## src/rtl/trdb_packet_scheduler_if.sv

```systemverilog
// Handshake and qualifier bundle between the retirement stage, the packet
// scheduler and the packet emitter.
interface trdb_packet_scheduler_if #(
  parameter int BMAP_LEN = 31
);
  localparam int CNT_W = $clog2(BMAP_LEN + 1);

  logic                trace_enable_i;
  logic                iretire_i;
  logic                exception_i;
  logic                priv_change_i;
  logic                updiscon_i;
  logic                branch_i;
  logic                branch_taken_i;
  logic                emitter_ready_i;

  logic                packet_valid_o;
  logic [1:0]          packet_format_o;
  logic [1:0]          packet_subformat_o;
  logic [CNT_W-1:0]    branches_o;
  logic [BMAP_LEN-1:0] branch_map_o;
  logic [1:0]          qual_status_o;
  logic                resync_timeout_o;
  logic                overflow_o;

  // retirement side / emitter side that feeds and drains the scheduler
  modport master (
    output trace_enable_i, iretire_i, exception_i, priv_change_i, updiscon_i,
           branch_i, branch_taken_i, emitter_ready_i,
    input  packet_valid_o, packet_format_o, packet_subformat_o, branches_o,
           branch_map_o, qual_status_o, resync_timeout_o, overflow_o
  );

  // the scheduler itself
  modport slave (
    input  trace_enable_i, iretire_i, exception_i, priv_change_i, updiscon_i,
           branch_i, branch_taken_i, emitter_ready_i,
    output packet_valid_o, packet_format_o, packet_subformat_o, branches_o,
           branch_map_o, qual_status_o, resync_timeout_o, overflow_o
  );
endinterface

```

## src/rtl/trdb_packet_scheduler.sv

```systemverilog
// Trace packet scheduler: tracks the branch map, branch count and resync
// timer, decides which packet the emitter must produce, and holds each
// decision in a one-entry register behind a valid/ready handshake.
//
// state | meaning
// IDLE  | tracing off, waiting for trace_enable_i
// START | next retirement produces F_SYNC/SF_START
// RUN   | normal packet decisions per retired instruction
// STOP  | issue F_SYNC/SF_SUPPORT, wait for its acceptance, then IDLE
module trdb_packet_scheduler #(
  parameter int RESYNC_MAX = 255,
  parameter int BMAP_LEN   = 31
) (
  input  logic                    clk_i,
  input  logic                    rst_ni,
  trdb_packet_scheduler_if.slave  bus
);
  localparam int CNT_W = $clog2(BMAP_LEN + 1);
  localparam int TMR_W = $clog2(RESYNC_MAX + 1);

  localparam logic [TMR_W-1:0] TMR_MAX  = TMR_W'(RESYNC_MAX);
  localparam logic [TMR_W-1:0] TMR_PRE  = TMR_W'(RESYNC_MAX - 1);
  localparam logic [CNT_W-1:0] CNT_FULL = CNT_W'(BMAP_LEN);

  localparam logic [1:0] F_DIFF_DELTA = 2'd1;
  localparam logic [1:0] F_ADDR_ONLY  = 2'd2;
  localparam logic [1:0] F_SYNC       = 2'd3;
  localparam logic [1:0] SF_START     = 2'd0;
  localparam logic [1:0] SF_TRAP      = 2'd1;
  localparam logic [1:0] SF_SUPPORT   = 2'd3;
  localparam logic [1:0] Q_NO_CHANGE  = 2'd0;
  localparam logic [1:0] Q_TRACE_LOST = 2'd2;
  localparam logic [1:0] Q_ENDED_NTR  = 2'd3;

  typedef enum logic [1:0] {S_IDLE, S_START, S_RUN, S_STOP} state_e;

  state_e              state_q, state_d;
  logic [BMAP_LEN-1:0] map_q, map_d, map_upd;
  logic [CNT_W-1:0]    cnt_q, cnt_d, cnt_upd;
  logic [TMR_W-1:0]    tmr_q, tmr_d;
  logic                pend_q, pend_d;
  logic                sticky_q, sticky_d;
  logic                stop_sent_q, stop_sent_d;

  logic                hold_valid_q;
  logic [1:0]          hold_fmt_q, hold_sub_q, hold_qual_q;
  logic [CNT_W-1:0]    hold_cnt_q;
  logic [BMAP_LEN-1:0] hold_map_q;
  logic                ovf_q;

  logic                demand, take, drop, free, accept, rec;
  logic [1:0]          dec_fmt, dec_sub, dec_qual;
  logic [BMAP_LEN-1:0] dec_map;
  logic [CNT_W-1:0]    dec_cnt;

  assign accept = hold_valid_q && bus.emitter_ready_i;
  assign free   = !hold_valid_q || bus.emitter_ready_i;
  assign rec    = bus.iretire_i && bus.branch_i && bus.trace_enable_i &&
                  ((state_q == S_START) || (state_q == S_RUN));

  // live map and count including the branch retiring this cycle
  always_comb begin
    map_upd = map_q;
    cnt_upd = cnt_q;
    if (rec) begin
      map_upd[cnt_q] = ~bus.branch_taken_i;
      cnt_upd        = cnt_q + CNT_W'(1);
    end
  end

  // next state, packet decision, overflow and timer update
  always_comb begin
    state_d     = state_q;
    map_d       = map_q;
    cnt_d       = cnt_q;
    tmr_d       = tmr_q;
    pend_d      = pend_q;
    sticky_d    = sticky_q;
    stop_sent_d = stop_sent_q;
    demand      = 1'b0;
    dec_fmt     = F_SYNC;
    dec_sub     = SF_START;
    dec_qual    = Q_NO_CHANGE;
    dec_map     = map_upd;
    dec_cnt     = cnt_upd;
    unique case (state_q)
      S_IDLE: begin
        if (bus.trace_enable_i) state_d = S_START;
      end
      S_START: begin
        if (!bus.trace_enable_i) begin
          state_d = S_IDLE;
        end else if (bus.iretire_i) begin
          demand  = 1'b1;
          state_d = S_RUN;
        end
      end
      S_RUN: begin
        if (tmr_q != TMR_MAX) tmr_d = tmr_q + TMR_W'(1);
        if (tmr_q == TMR_PRE) pend_d = 1'b1;
        if (!bus.trace_enable_i) begin
          // disable wins over a retirement in the same cycle
          state_d     = S_STOP;
          stop_sent_d = 1'b0;
          map_d       = '0;
          cnt_d       = '0;
        end else if (bus.iretire_i) begin
          demand = 1'b1;
          if (bus.exception_i) begin
            dec_sub = SF_TRAP;
          end else if (bus.priv_change_i || pend_q) begin
            dec_sub = SF_START;
          end else if (bus.updiscon_i) begin
            dec_fmt = (cnt_upd != '0) ? F_DIFF_DELTA : F_ADDR_ONLY;
          end else if (cnt_upd == CNT_FULL) begin
            dec_fmt = F_DIFF_DELTA;
          end else begin
            demand = 1'b0;
            map_d  = map_upd;
            cnt_d  = cnt_upd;
          end
        end
      end
      S_STOP: begin
        // waiting for a free holding register here is not an overflow
        if (!stop_sent_q) begin
          if (free) begin
            demand      = 1'b1;
            dec_sub     = SF_SUPPORT;
            dec_qual    = sticky_q ? Q_TRACE_LOST : Q_ENDED_NTR;
            dec_map     = '0;
            dec_cnt     = '0;
            sticky_d    = 1'b0;
            stop_sent_d = 1'b1;
          end
        end else if (accept) begin
          state_d     = S_IDLE;
          stop_sent_d = 1'b0;
        end
      end
    endcase
    take = demand && free;
    drop = demand && !free;
    if (drop) begin
      sticky_d = 1'b1;
      map_d    = '0;
      cnt_d    = '0;
      state_d  = S_START;
    end
    if (take) begin
      map_d = '0;
      cnt_d = '0;
      if (dec_fmt == F_SYNC) begin
        tmr_d  = '0;
        pend_d = 1'b0;
      end
    end
  end

  // FSM state, live branch map, resync timer and sticky flags
  always_ff @(posedge clk_i or negedge rst_ni) begin
    if (!rst_ni) begin
      state_q     <= S_IDLE;
      map_q       <= '0;
      cnt_q       <= '0;
      tmr_q       <= '0;
      pend_q      <= 1'b0;
      sticky_q    <= 1'b0;
      stop_sent_q <= 1'b0;
    end else begin
      state_q     <= state_d;
      map_q       <= map_d;
      cnt_q       <= cnt_d;
      tmr_q       <= tmr_d;
      pend_q      <= pend_d;
      sticky_q    <= sticky_d;
      stop_sent_q <= stop_sent_d;
    end
  end

  // one-entry holding register presented to the emitter
  always_ff @(posedge clk_i or negedge rst_ni) begin
    if (!rst_ni) begin
      hold_valid_q <= 1'b0;
      hold_fmt_q   <= '0;
      hold_sub_q   <= '0;
      hold_qual_q  <= '0;
      hold_cnt_q   <= '0;
      hold_map_q   <= '0;
      ovf_q        <= 1'b0;
    end else begin
      ovf_q <= drop;
      if (take) begin
        hold_valid_q <= 1'b1;
        hold_fmt_q   <= dec_fmt;
        hold_sub_q   <= dec_sub;
        hold_qual_q  <= dec_qual;
        hold_cnt_q   <= dec_cnt;
        hold_map_q   <= dec_map;
      end else if (accept) begin
        hold_valid_q <= 1'b0;
      end
    end
  end

  assign bus.packet_valid_o     = hold_valid_q;
  assign bus.packet_format_o    = hold_fmt_q;
  assign bus.packet_subformat_o = hold_sub_q;
  assign bus.branches_o         = hold_cnt_q;
  assign bus.branch_map_o       = hold_map_q;
  assign bus.qual_status_o      = hold_qual_q;
  assign bus.resync_timeout_o   = pend_q;
  assign bus.overflow_o         = ovf_q;
endmodule
```

## src/flat_wrapper.sv

```systemverilog
// flat-port wrapper written by rule: the top's interface ports become plain ports
module trdb_packet_scheduler_flat 
#(
  parameter int RESYNC_MAX = 255,
  parameter int BMAP_LEN   = 31
)
  (clk_i, rst_ni, bus_trace_enable_i, bus_iretire_i, bus_exception_i, bus_priv_change_i, bus_updiscon_i, bus_branch_i, bus_branch_taken_i, bus_emitter_ready_i, bus_packet_valid_o, bus_packet_format_o, bus_packet_subformat_o, bus_branches_o, bus_branch_map_o, bus_qual_status_o, bus_resync_timeout_o, bus_overflow_o);
  trdb_packet_scheduler_if #(.BMAP_LEN(BMAP_LEN)) bus_i ();
  input  logic clk_i;
  input  logic rst_ni;
  input wire logic [$bits(bus_i.trace_enable_i)-1:0] bus_trace_enable_i;
  input wire logic [$bits(bus_i.iretire_i)-1:0] bus_iretire_i;
  input wire logic [$bits(bus_i.exception_i)-1:0] bus_exception_i;
  input wire logic [$bits(bus_i.priv_change_i)-1:0] bus_priv_change_i;
  input wire logic [$bits(bus_i.updiscon_i)-1:0] bus_updiscon_i;
  input wire logic [$bits(bus_i.branch_i)-1:0] bus_branch_i;
  input wire logic [$bits(bus_i.branch_taken_i)-1:0] bus_branch_taken_i;
  input wire logic [$bits(bus_i.emitter_ready_i)-1:0] bus_emitter_ready_i;
  output wire logic [$bits(bus_i.packet_valid_o)-1:0] bus_packet_valid_o;
  output wire logic [$bits(bus_i.packet_format_o)-1:0] bus_packet_format_o;
  output wire logic [$bits(bus_i.packet_subformat_o)-1:0] bus_packet_subformat_o;
  output wire logic [$bits(bus_i.branches_o)-1:0] bus_branches_o;
  output wire logic [$bits(bus_i.branch_map_o)-1:0] bus_branch_map_o;
  output wire logic [$bits(bus_i.qual_status_o)-1:0] bus_qual_status_o;
  output wire logic [$bits(bus_i.resync_timeout_o)-1:0] bus_resync_timeout_o;
  output wire logic [$bits(bus_i.overflow_o)-1:0] bus_overflow_o;
  assign bus_i.trace_enable_i = bus_trace_enable_i;
  assign bus_i.iretire_i = bus_iretire_i;
  assign bus_i.exception_i = bus_exception_i;
  assign bus_i.priv_change_i = bus_priv_change_i;
  assign bus_i.updiscon_i = bus_updiscon_i;
  assign bus_i.branch_i = bus_branch_i;
  assign bus_i.branch_taken_i = bus_branch_taken_i;
  assign bus_i.emitter_ready_i = bus_emitter_ready_i;
  assign bus_packet_valid_o = bus_i.packet_valid_o;
  assign bus_packet_format_o = bus_i.packet_format_o;
  assign bus_packet_subformat_o = bus_i.packet_subformat_o;
  assign bus_branches_o = bus_i.branches_o;
  assign bus_branch_map_o = bus_i.branch_map_o;
  assign bus_qual_status_o = bus_i.qual_status_o;
  assign bus_resync_timeout_o = bus_i.resync_timeout_o;
  assign bus_overflow_o = bus_i.overflow_o;
  trdb_packet_scheduler #(.RESYNC_MAX(RESYNC_MAX), .BMAP_LEN(BMAP_LEN)) u_core (.clk_i(clk_i), .rst_ni(rst_ni), .bus(bus_i));
endmodule
```

## config.mk

```make
export PLATFORM = sky130hd
export DESIGN_NAME = trdb_packet_scheduler_flat
export DESIGN_NICKNAME = d
export VERILOG_FILES = /design/src/rtl/trdb_packet_scheduler_if.sv /design/src/rtl/trdb_packet_scheduler.sv /design/src/flat_wrapper.sv
export SDC_FILE = /design/constraint.sdc
export NUM_CORES = 1
export LEC_CHECK = 0
export BUFFER_PORTS_ARGS = -buffer_cell sky130_fd_sc_hd__clkbuf_2
export CORE_UTILIZATION = 30
export CTS_BUF_LIST = sky130_fd_sc_hd__clkbuf_2 sky130_fd_sc_hd__clkbuf_4 sky130_fd_sc_hd__clkbuf_8
export CTS_CLUSTER_DIAMETER = 120
export DETAILED_ROUTE_END_ITERATION = 8
export PLACE_DENSITY = 0.46
export SLEW_MARGIN = 0
export SYNTH_ARGS = -nofsm -noshare
export SYNTH_HDL_FRONTEND = slang
export SYNTH_SLANG_ARGS = --single-unit
```

## constraint.sdc

```tcl
create_clock -name clk_i -period 2.69 [get_ports clk_i]
set_clock_uncertainty 0.1 [all_clocks]
set_input_delay 0.269 -clock clk_i [delete_from_list [all_inputs] [get_ports clk_i]]
set_output_delay 0.269 -clock clk_i [all_outputs]
set_load 0.02 [all_outputs]
```

==> metrics.txt, run 1 <==
TritonRoute pass-1 iters=4; Ys Warns=0; commonest cells after routing, fill and taps aside=dfrtp_1 (92), nor2_1 (56), clkbuf_2 (53); RD Place Congestion=0.796; clock tree from TritonCTS=done; PD cells=626 mW/mm^2; die width=133 um; Clock transition at path regs=0.10 ns; LEAKAGE=2.86 nW; Netlist Area Pre-Place=0.00512 mm^2; Area after DPL=0.00578 mm^2; Final setup viols=0; CTS Buffer Depth=2; DR DRC count=0; Post-synth EDFFs=0; area grow syn2layout=19.7%; largest net degree at the start of global routing=44; Crit path largest cell delay=0.37 ns; clock buffer count from CTS=9; Final ANT Viol Nets=0; net total in the final layout=623; CP max-delay cell=dfrtp_1; worst-path maximum fanout=20; Setup CP Type=flop to flop; register area share after synthesis=45.4%; buffers plus inverters on the worst setup path=4; Top Family by Delay on Critical Path=simple AND/OR/NAND/NOR gates; initial core utilization=30.8%; DP Wirelength=9.07 mm; setup tns final=0 ns; Post-synth ARST share=100%; fillers=1,702; Setup WS pre-CTS=0.0304 ns; Rows=47; Syn Inst Count=540; height of the die=133 um; top-area cell type share of the netlist area=45.4%; share of cells above drive strength 1=23.1%; endpoints failing hold=0; type of origin of the critical path=flop; initial antenna violation count=0; grt ovf=0; post-synth top area cell=dfrtp_1; diode count=0; DP Cell Count=804; CORE AREA=0.0166 mm^2; RSZ-0062 raised after global routing=false; Yosys cell types=58; reg-to-reg slack, setup=0.14 ns; worst hold slack=0.162 ns; Tcrit/Tclk final=94.7%; first-pass GRT wire length=22.3 mm; Worst Path Arrival=2.75 ns; Hold Crit Class=primary input to flop; Slew headroom=55.8%; max-cap viol count=0; CTS H-tree depth=3; Post-synth top flop=dfrtp_1; GRT Total Usage=16.0%; Required @ worst endpoint=2.90 ns; vias in the first global route=4,231; post-layout util=36.9%; Root Buffer=clkbuf_8; Mapped Avg Cell Area=9.49 um^2; total die area=0.0176 mm^2; count of pins over their slew limit=0; outcome=finished clean; Max VDD drop=0.000314 V; via total after detailed routing=4,224; Slew @ Worst Pin=0.663 ns; DR iter-0 viols=280; PortBufs=54; #FFs+latches synth=93; min Tclk post-route=2.55 ns; final total power=3.84 mW; Area contributors post-synth=dfrtp_1 (45%), mux2_1 (5.9%), nor2_1 (4.1%); worst-skew pair later-pin latency=0.37 ns; Mapped Nets=561; DR WL/cell=16.3 um; most common cell after layout, fill and taps aside=dfrtp_1; Fmax=392 MHz; cell area after layout=0.00613 mm^2; via density per instance=5.11; Sink Count=93; Detailed Route WL=13.5 mm; Post-Layout Cell Count=827; Critical Path Sink Type=flop; Ports=55; CP cell instances=inv_2, ha_4, and4_4, mux2i_1, buf_4, or2_2, a211oi_4, buf_12, clkbuf_16, nand2b_1, a21oi_1; final worst slack=0.142 ns
## logic make-up (layout without fill, tap and decap cells)
logic type               count (synthesis)  in the layout  synth area share, %
multiplexers                            32             32                 6.96
flip-flops                              93             93                 45.4
buffers and inverters                   50            117                 4.76
adder cells (fa/ha/maj)                 11             11                 2.69
AND/OR/NAND/NOR                        216            216                 21.6
AO/OA/AOI/OAI                          131            131                 17.3
XOR/XNOR                                 7              7                 1.34
## synth_stat cells, types with 2 or more instances
cell and number:
xor2_1 4, and4b_1 2, o21ai_0 23, mux2_2 2
mux2_1 27, a21bo_2 7, mux2i_1 3, inv_1 11
o22ai_1 2, a31oi_1 7, nor3_1 14, nand2b_1 14
nor2_1 56, a2bb2oi_1 2, nand4_1 14, a21boi_0 2
nor2b_1 4, nor3b_1 4, and4_1 3, xnor2_1 2
and3_1 2, buf_2 9, nand3_1 25, or2_2 4
nand3b_1 2, a22oi_1 21, dfrtp_1 93, a21oi_1 31
ha_1 11, a211oi_1 2, clkbuf_1 20, buf_4 8
nand2_1 45, o2bb2ai_1 2, buf_6 2, o31ai_1 18
or3_1 3, and2_1 17, a211oi_2 2, o21a_1 2
## layout make-up
class,count,area [um^2],share of cell area (%)
clock buffers,11,145,2.37
repair buffers,90,668,10.9
inverters,11,41.3,0.673
multi-input cells,397,2620,42.7
clock inverters,5,57.6,0.938
well taps,220,275,4.49
flip-flops and latches,93,2330,38.0
## power breakdown
group          internal, mW  total [mW]  leakage (nW)  switching [mW]
logic                 0.485        1.25          1.47           0.764
clock network         0.468        1.00         0.107           0.536
registers              1.50        1.59          1.28          0.0871
total                  2.46        3.84          2.86            1.39
## worst register-to-register path, delay by kind of cell, from the launching register on
| family | cells | cell delay, ns |
|---|---|---|
| AOI/OAI and AO/OA | 2 | 0.42 |
| and+or+nand+nor | 3 | 0.63 |
| muxes | 1 | 0.11 |
| DFF | 1 | 0.37 |
| buffers and inverters | 4 | 0.57 |
| adders and majority gates | 1 | 0.27 |
## flip-flops by register name (all words and copies together), names as in the netlist
| register | count |
|---|---|
| u_core.bus.packet_valid_o | 1 |
| u_core.bus.qual_status_o | 2 |
| u_core.bus.branch_map_o | 31 |
| u_core.bus.packet_subformat_o | 2 |
| u_core.state_q | 2 |
| u_core.stop_sent_q | 1 |
| u_core.cnt_q | 5 |
| u_core.map_q | 31 |
| u_core.bus.packet_format_o | 2 |
| u_core.tmr_q | 8 |
| u_core.sticky_q | 1 |
| u_core.bus.resync_timeout_o | 1 |
| u_core.bus.branches_o | 5 |
| u_core.bus.overflow_o | 1 |
## worst paths after layout
check                                           start                           to  cells past startpoint
min in group asynchronous                      rst_ni  u_core.bus.branch_map_o[11]                      2
hold reg to reg            u_core.bus.branch_map_o[4]   u_core.bus.branch_map_o[4]                      1
hold / removal                    bus_emitter_ready_i           u_core.stop_sent_q                      4
max in group asynchronous                      rst_ni  u_core.bus.branch_map_o[23]                      3
setup / recovery                    u_core.state_q[0]              u_core.map_q[4]                     11
setup reg to reg                    u_core.state_q[0]              u_core.map_q[4]                     11
## routing by layer
layer  track usage, %  part of all wire, %  vias to the layer above  routed length (um)
met5                0                    0                        -                   0
met4             6.00                  1.6                        0                 214
met3             2.41                  2.6                       14                 349
met2             25.3                   47                       71                6350
met1             22.1                   49                     2085                6600
li1                 -                    -                     2054                   -
## timing repair
| action | in CTS | in global routing |
|---|---|---|
| resized for setup | 0 | 12 |
| setup endpoints to repair | 1 | 69 |
| buffers inserted | 1 | 3 |
| pin swaps | 0 | 2 |
| hold buffers | 1 | 0 |
| cloned | 0 | 2 |
| hold endpoints to repair | 30 | 0 |
Power figures use the tool's default switching activity.
==> run 2, diff against run 1 <==
--- a/config.mk
+++ b/config.mk
@@ -7,7 +7,7 @@
 export LEC_CHECK = 0
 export BUFFER_PORTS_ARGS = -buffer_cell sky130_fd_sc_hd__clkbuf_2
 export CORE_UTILIZATION = 30
-export CTS_BUF_LIST = sky130_fd_sc_hd__clkbuf_2 sky130_fd_sc_hd__clkbuf_4 sky130_fd_sc_hd__clkbuf_8
+export CTS_BUF_LIST = sky130_fd_sc_hd__clkbuf_8 sky130_fd_sc_hd__clkbuf_16
 export CTS_CLUSTER_DIAMETER = 120
 export DETAILED_ROUTE_END_ITERATION = 8
 export PLACE_DENSITY = 0.46
@@ -15,3 +15,4 @@
 export SYNTH_ARGS = -nofsm -noshare
 export SYNTH_HDL_FRONTEND = slang
 export SYNTH_SLANG_ARGS = --single-unit
+export TNS_END_PERCENT = 10
==> metrics.txt, run 2 (synthesis results as in run 1) <==
setup tns final=0 ns (unchanged); total die area=0.0176 mm^2 (unchanged); PortBufs=54 (unchanged); area taken by multi-input logic gates=0.00261 mm^2 (-0.33%); Worst Path Arrival=2.68 ns (-0.07 ns); Slew @ Worst Pin=0.646 ns (-0.0174 ns); DR DRC count=0 (unchanged); diode count=0 (unchanged); initial antenna violation count=0 (unchanged); Root Buffer=clkbuf_16; CP most frequent cell=or3_1; net total in the final layout=618 (-0.80%); Fmax=393 MHz (+0.16%); CP max-delay cell=dfrtp_1; clock buffer count from CTS=9 (unchanged); RD Place Congestion=0.796 (unchanged); Hold Path End=u_core.stop_sent_q; type of origin of the critical path=flop; count of pins over their slew limit=0 (unchanged); CORE AREA=0.0166 mm^2 (unchanged); final total power=4.12 mW (+7.3%); Critical Path Sink Type=flop; Hold Path Origin=bus_emitter_ready_i; vias in the first global route=4,259 (+0.66%); height of the die=133 um (unchanged); GRT Total Usage=16.2% (+0.22 points); Reg-to-Reg Start=u_core.state_q[0]; Rows=47 (unchanged); CTS Buffer Depth=2 (unchanged); RSZ-0062 raised after global routing=true; Slew headroom=56.9% (+1.2 points); Ports=55 (unchanged); Sink Count=93 (unchanged); commonest cells after routing, fill and taps aside=dfrtp_1 (92), nor2_1 (56), clkbuf_2 (53); Crit path largest cell delay=0.35 ns (-0.02 ns); Area after DPL=0.00578 mm^2 (unchanged); CTS H-tree depth=3 (unchanged); grt ovf=0 (unchanged); via density per instance=5.06 (-0.99%); initial core utilization=30.8% (unchanged); most common cell after layout, fill and taps aside=dfrtp_1; worst-path maximum fanout=18 (-10%); PD cells=671 mW/mm^2 (+7.2%); first-pass GRT wire length=22.5 mm (+0.68%); share of cells above drive strength 1=21.9% (-1.1 points); Max VDD drop=0.000315 V (+0.32%); endpoints failing hold=0 (unchanged); min Tclk post-route=2.54 ns (-0.00412 ns); Required @ worst endpoint=2.83 ns (-0.07 ns); Tcrit/Tclk final=94.6% (-0.15 points); Clock transition at path regs=0.07 ns (-0.03 ns); worst-skew pair later-pin latency=0.35 ns (-0.02 ns); worst hold path depth=4 (unchanged); final worst slack=0.146 ns (+0.00412 ns); Detailed Route WL=13.2 mm (-2.6%); r2r endpoint=u_core.bus.packet_format_o[0]; Setup CP Type=flop to flop; max-cap viol count=0 (unchanged); via total after detailed routing=4,157 (-1.6%); Hold Crit Class=primary input to flop; clock tree from TritonCTS=done; CP cell instances=inv_1, ha_1, and4_4, buf_4, or3_1, a21oi_1, o22ai_1, or3_1, a32o_1; outcome=finished clean; reg-to-reg slack, setup=0.15 ns (about the same); TritonRoute pass-1 iters=5 (+1); Setup WS pre-CTS=0.0304 ns (unchanged); DP Wirelength=9.07 mm (unchanged); DR iter-0 viols=247 (-12%); largest net degree at the start of global routing=44 (unchanged); area grow syn2layout=19.8%; DR WL/cell=16.0 um (-2.0%); cell area after layout=0.00614 mm^2 (+0.12%); Final setup viols=0 (unchanged); Final ANT Viol Nets=0 (unchanged); worst hold slack=0.186 ns (+0.0239 ns); fillers=1,703 (+0.059%); LEAKAGE=2.87 nW (+0.40%); reg2reg path depth=9 (-2); die width=133 um (unchanged); Register Area=0.00233 mm^2 (unchanged)
## run 2: cell count changes in the layout (fill, tap and decap cells not counted), sizes merged
cell	change
buf	-3
clkbuf	-3
inv	+1
## run 2: layer usage
metal,up-vias,part of all wire [%],track usage [%]
met5,-,0,0
met4,0,1.9,6.96
met3,16,3.0,2.64
met2,75,47,25.6
met1,2018,48,21.9
li1,2048,-,-
## run 2: final cells by class
| type | count | share of cell area, % |
|---|---|---|
| multi-input cells | 397 | 42.5 |
| repair buffers | 85 | 9.55 |
| clock inverters | 6 | 0.998 |
| flip-flops and latches | 93 | 37.9 |
| clock buffers | 10 | 3.89 |
| well taps | 220 | 4.48 |
| inverters | 11 | 0.672 |
## run 2: through the flow
step,std cells,util (%)
2_1_floorplan,540,-
3_3_place_gp,804,34.7
3_5_place_dp,804,34.7
4_1_cts,821,36.6
5_1_grt,822,36.9
6_report,822,36.9
## run 2: worst max-delay path: cells and delay by family (launching register included)
kind	cells	cell delay (ns)
AOI/OAI and AO/OA	3	0.55
and+or+nand+nor	3	0.82
adders and majority gates	1	0.33
buffers and inverters	2	0.28
DFF	1	0.35
## run 2: worst max-delay path by stage
stage	to	slack, ns	from	cells after the start
6_report	u_core.bus.packet_format_o[0]	0.15	u_core.state_q[0]	9
3_3_place_gp	u_core.state_q[0]	0.1	u_core.state_q[0]	9
2_1_floorplan	u_core.bus.branch_map_o[0]	0.19	u_core.cnt_q[1]	9
4_1_cts	u_core.state_q[0]	0.005	u_core.state_q[0]	9
3_5_place_dp	u_core.state_q[0]	0.03	u_core.state_q[0]	9
5_1_grt	u_core.cnt_q[1]	-0.01	u_core.state_q[0]	10
## run 2: where the power goes
| part | leakage [nW] | total [mW] | switching [mW] | internal [mW] |
|---|---|---|---|---|
| clock | 0.154 | 1.32 | 0.577 | 0.745 |
| sequential | 1.28 | 1.59 | 0.0846 | 1.50 |
| combinational | 1.44 | 1.21 | 0.750 | 0.464 |
## run 2: timing repair
action	CTS	global route
hold endpoints to repair	30	0
setup endpoints to repair	0	69
buffers inserted	0	1
hold buffers	1	0
gates resized for setup	0	11
==> run 3, diff against run 2 <==
--- a/config.mk
+++ b/config.mk
@@ -5,6 +5,7 @@
 export SDC_FILE = /design/constraint.sdc
 export NUM_CORES = 1
 export LEC_CHECK = 0
+export ABC_AREA = 1
 export BUFFER_PORTS_ARGS = -buffer_cell sky130_fd_sc_hd__clkbuf_2
 export CORE_UTILIZATION = 30
 export CTS_BUF_LIST = sky130_fd_sc_hd__clkbuf_8 sky130_fd_sc_hd__clkbuf_16
==> metrics.txt, run 3 <==
Post-synth EDFFs=0 (unchanged); largest net degree at the start of global routing=45 (+2.3%); area grow syn2layout=19.1%; internal power=3.21 mW (+18%); post-synth top area cell=dfrtp_1; DR WL/cell=13.8 um (-14%); Clock transition at path regs=0.07 ns (about the same); Worst Path Arrival=2.73 ns (+0.05 ns); RD Place Congestion=0.845 (+6.2%); Hold Crit Class=primary input to flop; total die area=0.0182 mm^2 (+3.2%); share of cells above drive strength 1=15.2% (-6.7 points); Final ANT Viol Nets=0 (unchanged); Slew headroom=58.6% (+1.6 points); outcome=finished clean; Detailed Route WL=14.2 mm (+7.5%); most common cell after layout, fill and taps aside=nand2_1; TritonRoute pass-1 iters=4 (-1); cell area after layout=0.00630 mm^2 (+2.5%); via total after detailed routing=4,752 (+14%); Ports=55 (unchanged); Switching Share=41.1% (+6.8 points); Gate power share=39.5% (+10 points); mux cell area share after synthesis=0% (-7.0 points); Rows=48 (+2.1%); Area after DPL=0.00584 mm^2 (+1.0%); CP most frequent cell=nand2_1; grt ovf=0 (unchanged); Required @ worst endpoint=2.88 ns (+0.05 ns); DR DRC count=0 (unchanged); via density per instance=4.62 (-8.6%); CORE AREA=0.0172 mm^2 (+3.6%); PortBufs=54 (unchanged); min Tclk post-route=2.55 ns (+0.00153 ns); Area contributors post-synth=dfrtp_1 (44%), nand2_1 (16%), inv_1 (9.4%); endpoints failing hold=0 (unchanged); Mapped Nets=761 (+36%); type of origin of the critical path=flop; count leader, synth=nand2_1; Setup CP Type=flop to flop; Final setup viols=0 (unchanged); worst-path maximum fanout=10 (-8); clock buffer count from CTS=9 (unchanged); initial antenna violation count=0 (unchanged); Post-Synth XOR/XNOR Area=0.662% (-0.68 points); simple-gate share of the synthesized area=31.0% (+9.4 points); height of the die=135 um (+1.6%); Max VDD drop=0.000352 V (+12%); LEAKAGE=3.76 nW (+31%); Ys Warns=0 (unchanged); Yosys cell types=33 (-43%); register area share after synthesis=44.0% (-1.4 points); largest family of logic cells by synthesized area=simple AND/OR/NAND/NOR gates; count of pins over their slew limit=0 (unchanged); net total in the final layout=819 (+33%); PD cells=866 mW/mm^2 (+29%); DP Wirelength=9.28 mm (+2.4%); clock tree from TritonCTS=done; first-pass GRT wire length=22.9 mm (+2.0%); vias in the first global route=4,675 (+9.8%); Mapped Avg Cell Area=7.15 um^2 (-25%); CP max-delay cell=dfrtp_1; worst-skew pair later-pin latency=0.35 ns (about the same); fillers=1,880 (+10%); post-layout util=36.5% (-0.37 points); CTS H-tree depth=3 (unchanged); Tcrit/Tclk final=94.6% (about the same); Post-Synth Adder-Cell Area=2.60% (-0.084 points); commonest cells after routing, fill and taps aside=nand2_1 (224), inv_1 (133), dfrtp_1 (93); max-cap viol count=0 (unchanged); Post-synth top flop=dfrtp_1; die width=135 um (+1.6%); DR iter-0 viols=203 (-18%); sequential share of power=37.2% (-1.3 points); top-area cell type share of the netlist area=44.0% (-1.4 points); Fmax=393 MHz (about the same); Sink Count=93 (unchanged); Critical Path Sink Type=flop; GRT Total Usage=16.2% (-0.053 points); Root Buffer=clkbuf_16; Slew @ Worst Pin=0.622 ns (-0.0242 ns); Netlist Area Pre-Place=0.00529 mm^2 (+3.2%); #FFs+latches synth=93 (unchanged); Clock Power Share=23.4% (-8.7 points); initial core utilization=30.7% (-0.10 points); Syn Inst Count=740 (+37%); diode count=0 (unchanged); Post-synth ARST share=100% (unchanged); Commonest cells post-synth=nand2_1 (225), inv_1 (133), dfrtp_1 (93), o21ai_0 (70), nand3_1 (46); P_sw=2.24 mW (+59%); Synth Area in Compound Gates=8.47% (-8.8 points); CP cell instances=inv_1, ha_1, nand2_4, nor2_8, nand2_1, nand2_2, inv_2, nor2_2, nand3_2, nand2_1, nand2_2, a21oi_4, buf_12, buf_8, nand4_1, nand2_1; CTS Buffer Depth=2 (unchanged); Crit path largest cell delay=0.38 ns (+0.03 ns)
[run 3: cell count changes in the layout (fill, tap and decap cells not counted), sizes merged, moves of 18 or more]
cell and delta:
o31ai -18, nand3 +21, nand4 +30, inv +125, a21oi -26, nand2 +187
o21ai +52, mux2 -29, a22oi -21
[run 3: worst paths after layout]
path	from	to	slack, ns	cells past startpoint
max in group asynchronous	rst_ni	u_core.state_q[1]	1.37	3
worst min register to register	u_core.sticky_q	u_core.sticky_q	0.37	2
worst max register to register	u_core.state_q[1]	u_core.bus.branch_map_o[25]	0.14	16
worst max-delay path	u_core.state_q[1]	u_core.bus.branch_map_o[25]	0.14	16
min in group asynchronous	rst_ni	u_core.map_q[0]	0.40	2
worst min-delay path	bus_exception_i	u_core.bus.packet_subformat_o[0]	0.19	5
[run 3: metrics by stage]
stage          TNS (ns)  cells  setup WS, ns  hold slack [ns]  total power [mW]
4_1_cts               0   1020        0.0105            0.167              5.35
2_1_floorplan         0    740         0.366           -0.127              3.41
3_3_place_gp          0   1003        0.0460            0.234              3.99
3_5_place_dp     -0.503   1003       -0.0398            0.239              4.05
5_1_grt          -0.162   1028       -0.0183            0.212              5.86
6_report              0   1028         0.145            0.187              5.45
[run 3: worst max-delay path: cells and delay by family (launching register included)]
| kind | cells | cell delay [ns] |
|---|---|---|
| AOI/OAI and AO/OA | 1 | 0.21 |
| and+or+nand+nor | 10 | 1.04 |
| adders and majority gates | 1 | 0.32 |
| buffers and inverters | 4 | 0.42 |
| DFF | 1 | 0.38 |
[run 3: final cells by class]
type / instances / area [um^2] / area share, %
clock buffers: 10 / 239 / 3.79
clock inverters: 6 / 53.8 / 0.854
inverters: 137 / 519 / 8.24
multi-input cells: 474 / 2310 / 36.6
flip-flops and latches: 93 / 2330 / 36.9
well taps: 225 / 282 / 4.47
repair buffers: 83 / 571 / 9.06
[run 3: kinds of logic after synthesis]
family                     count (synthesis)
AOI/OAI and AO/OA                         86
xor gates and xnor gates                   4
adders and majority gates                 11
buffers and inverters                    174
DFF                                       93
and+or+nand+nor                          372
[run 3: routing by layer]
| layer | vias up | GRT usage, % | wire (um) |
|---|---|---|---|
| met2 | 72 | 28.0 | 7000 |
| met5 | - | 0 | 0 |
| met3 | 11 | 2.29 | 536 |
| met1 | 2246 | 20.2 | 6470 |
| met4 | 0 | 6.43 | 148 |
| li1 | 2423 | - | - |
[run 3: timing repair]
item	in CTS	in global routing
pin swaps	0	2
setup buffers	0	3
gates resized for setup	1	21
hold buffers	1	0
endpoints found under the setup margin	42	92
cloned	0	5
endpoints found under the hold margin	41	0
[run 3: power groups by stage]
stage          Clock, mW  Combinational, mW  Sequential, mW
2_1_floorplan          0               1.13            2.28
4_1_cts             1.32               2.00            2.03
5_1_grt             1.37               2.40            2.08
3_5_place_dp           0               1.99            2.06
3_3_place_gp           0               1.95            2.05
6_report            1.27               2.15            2.03
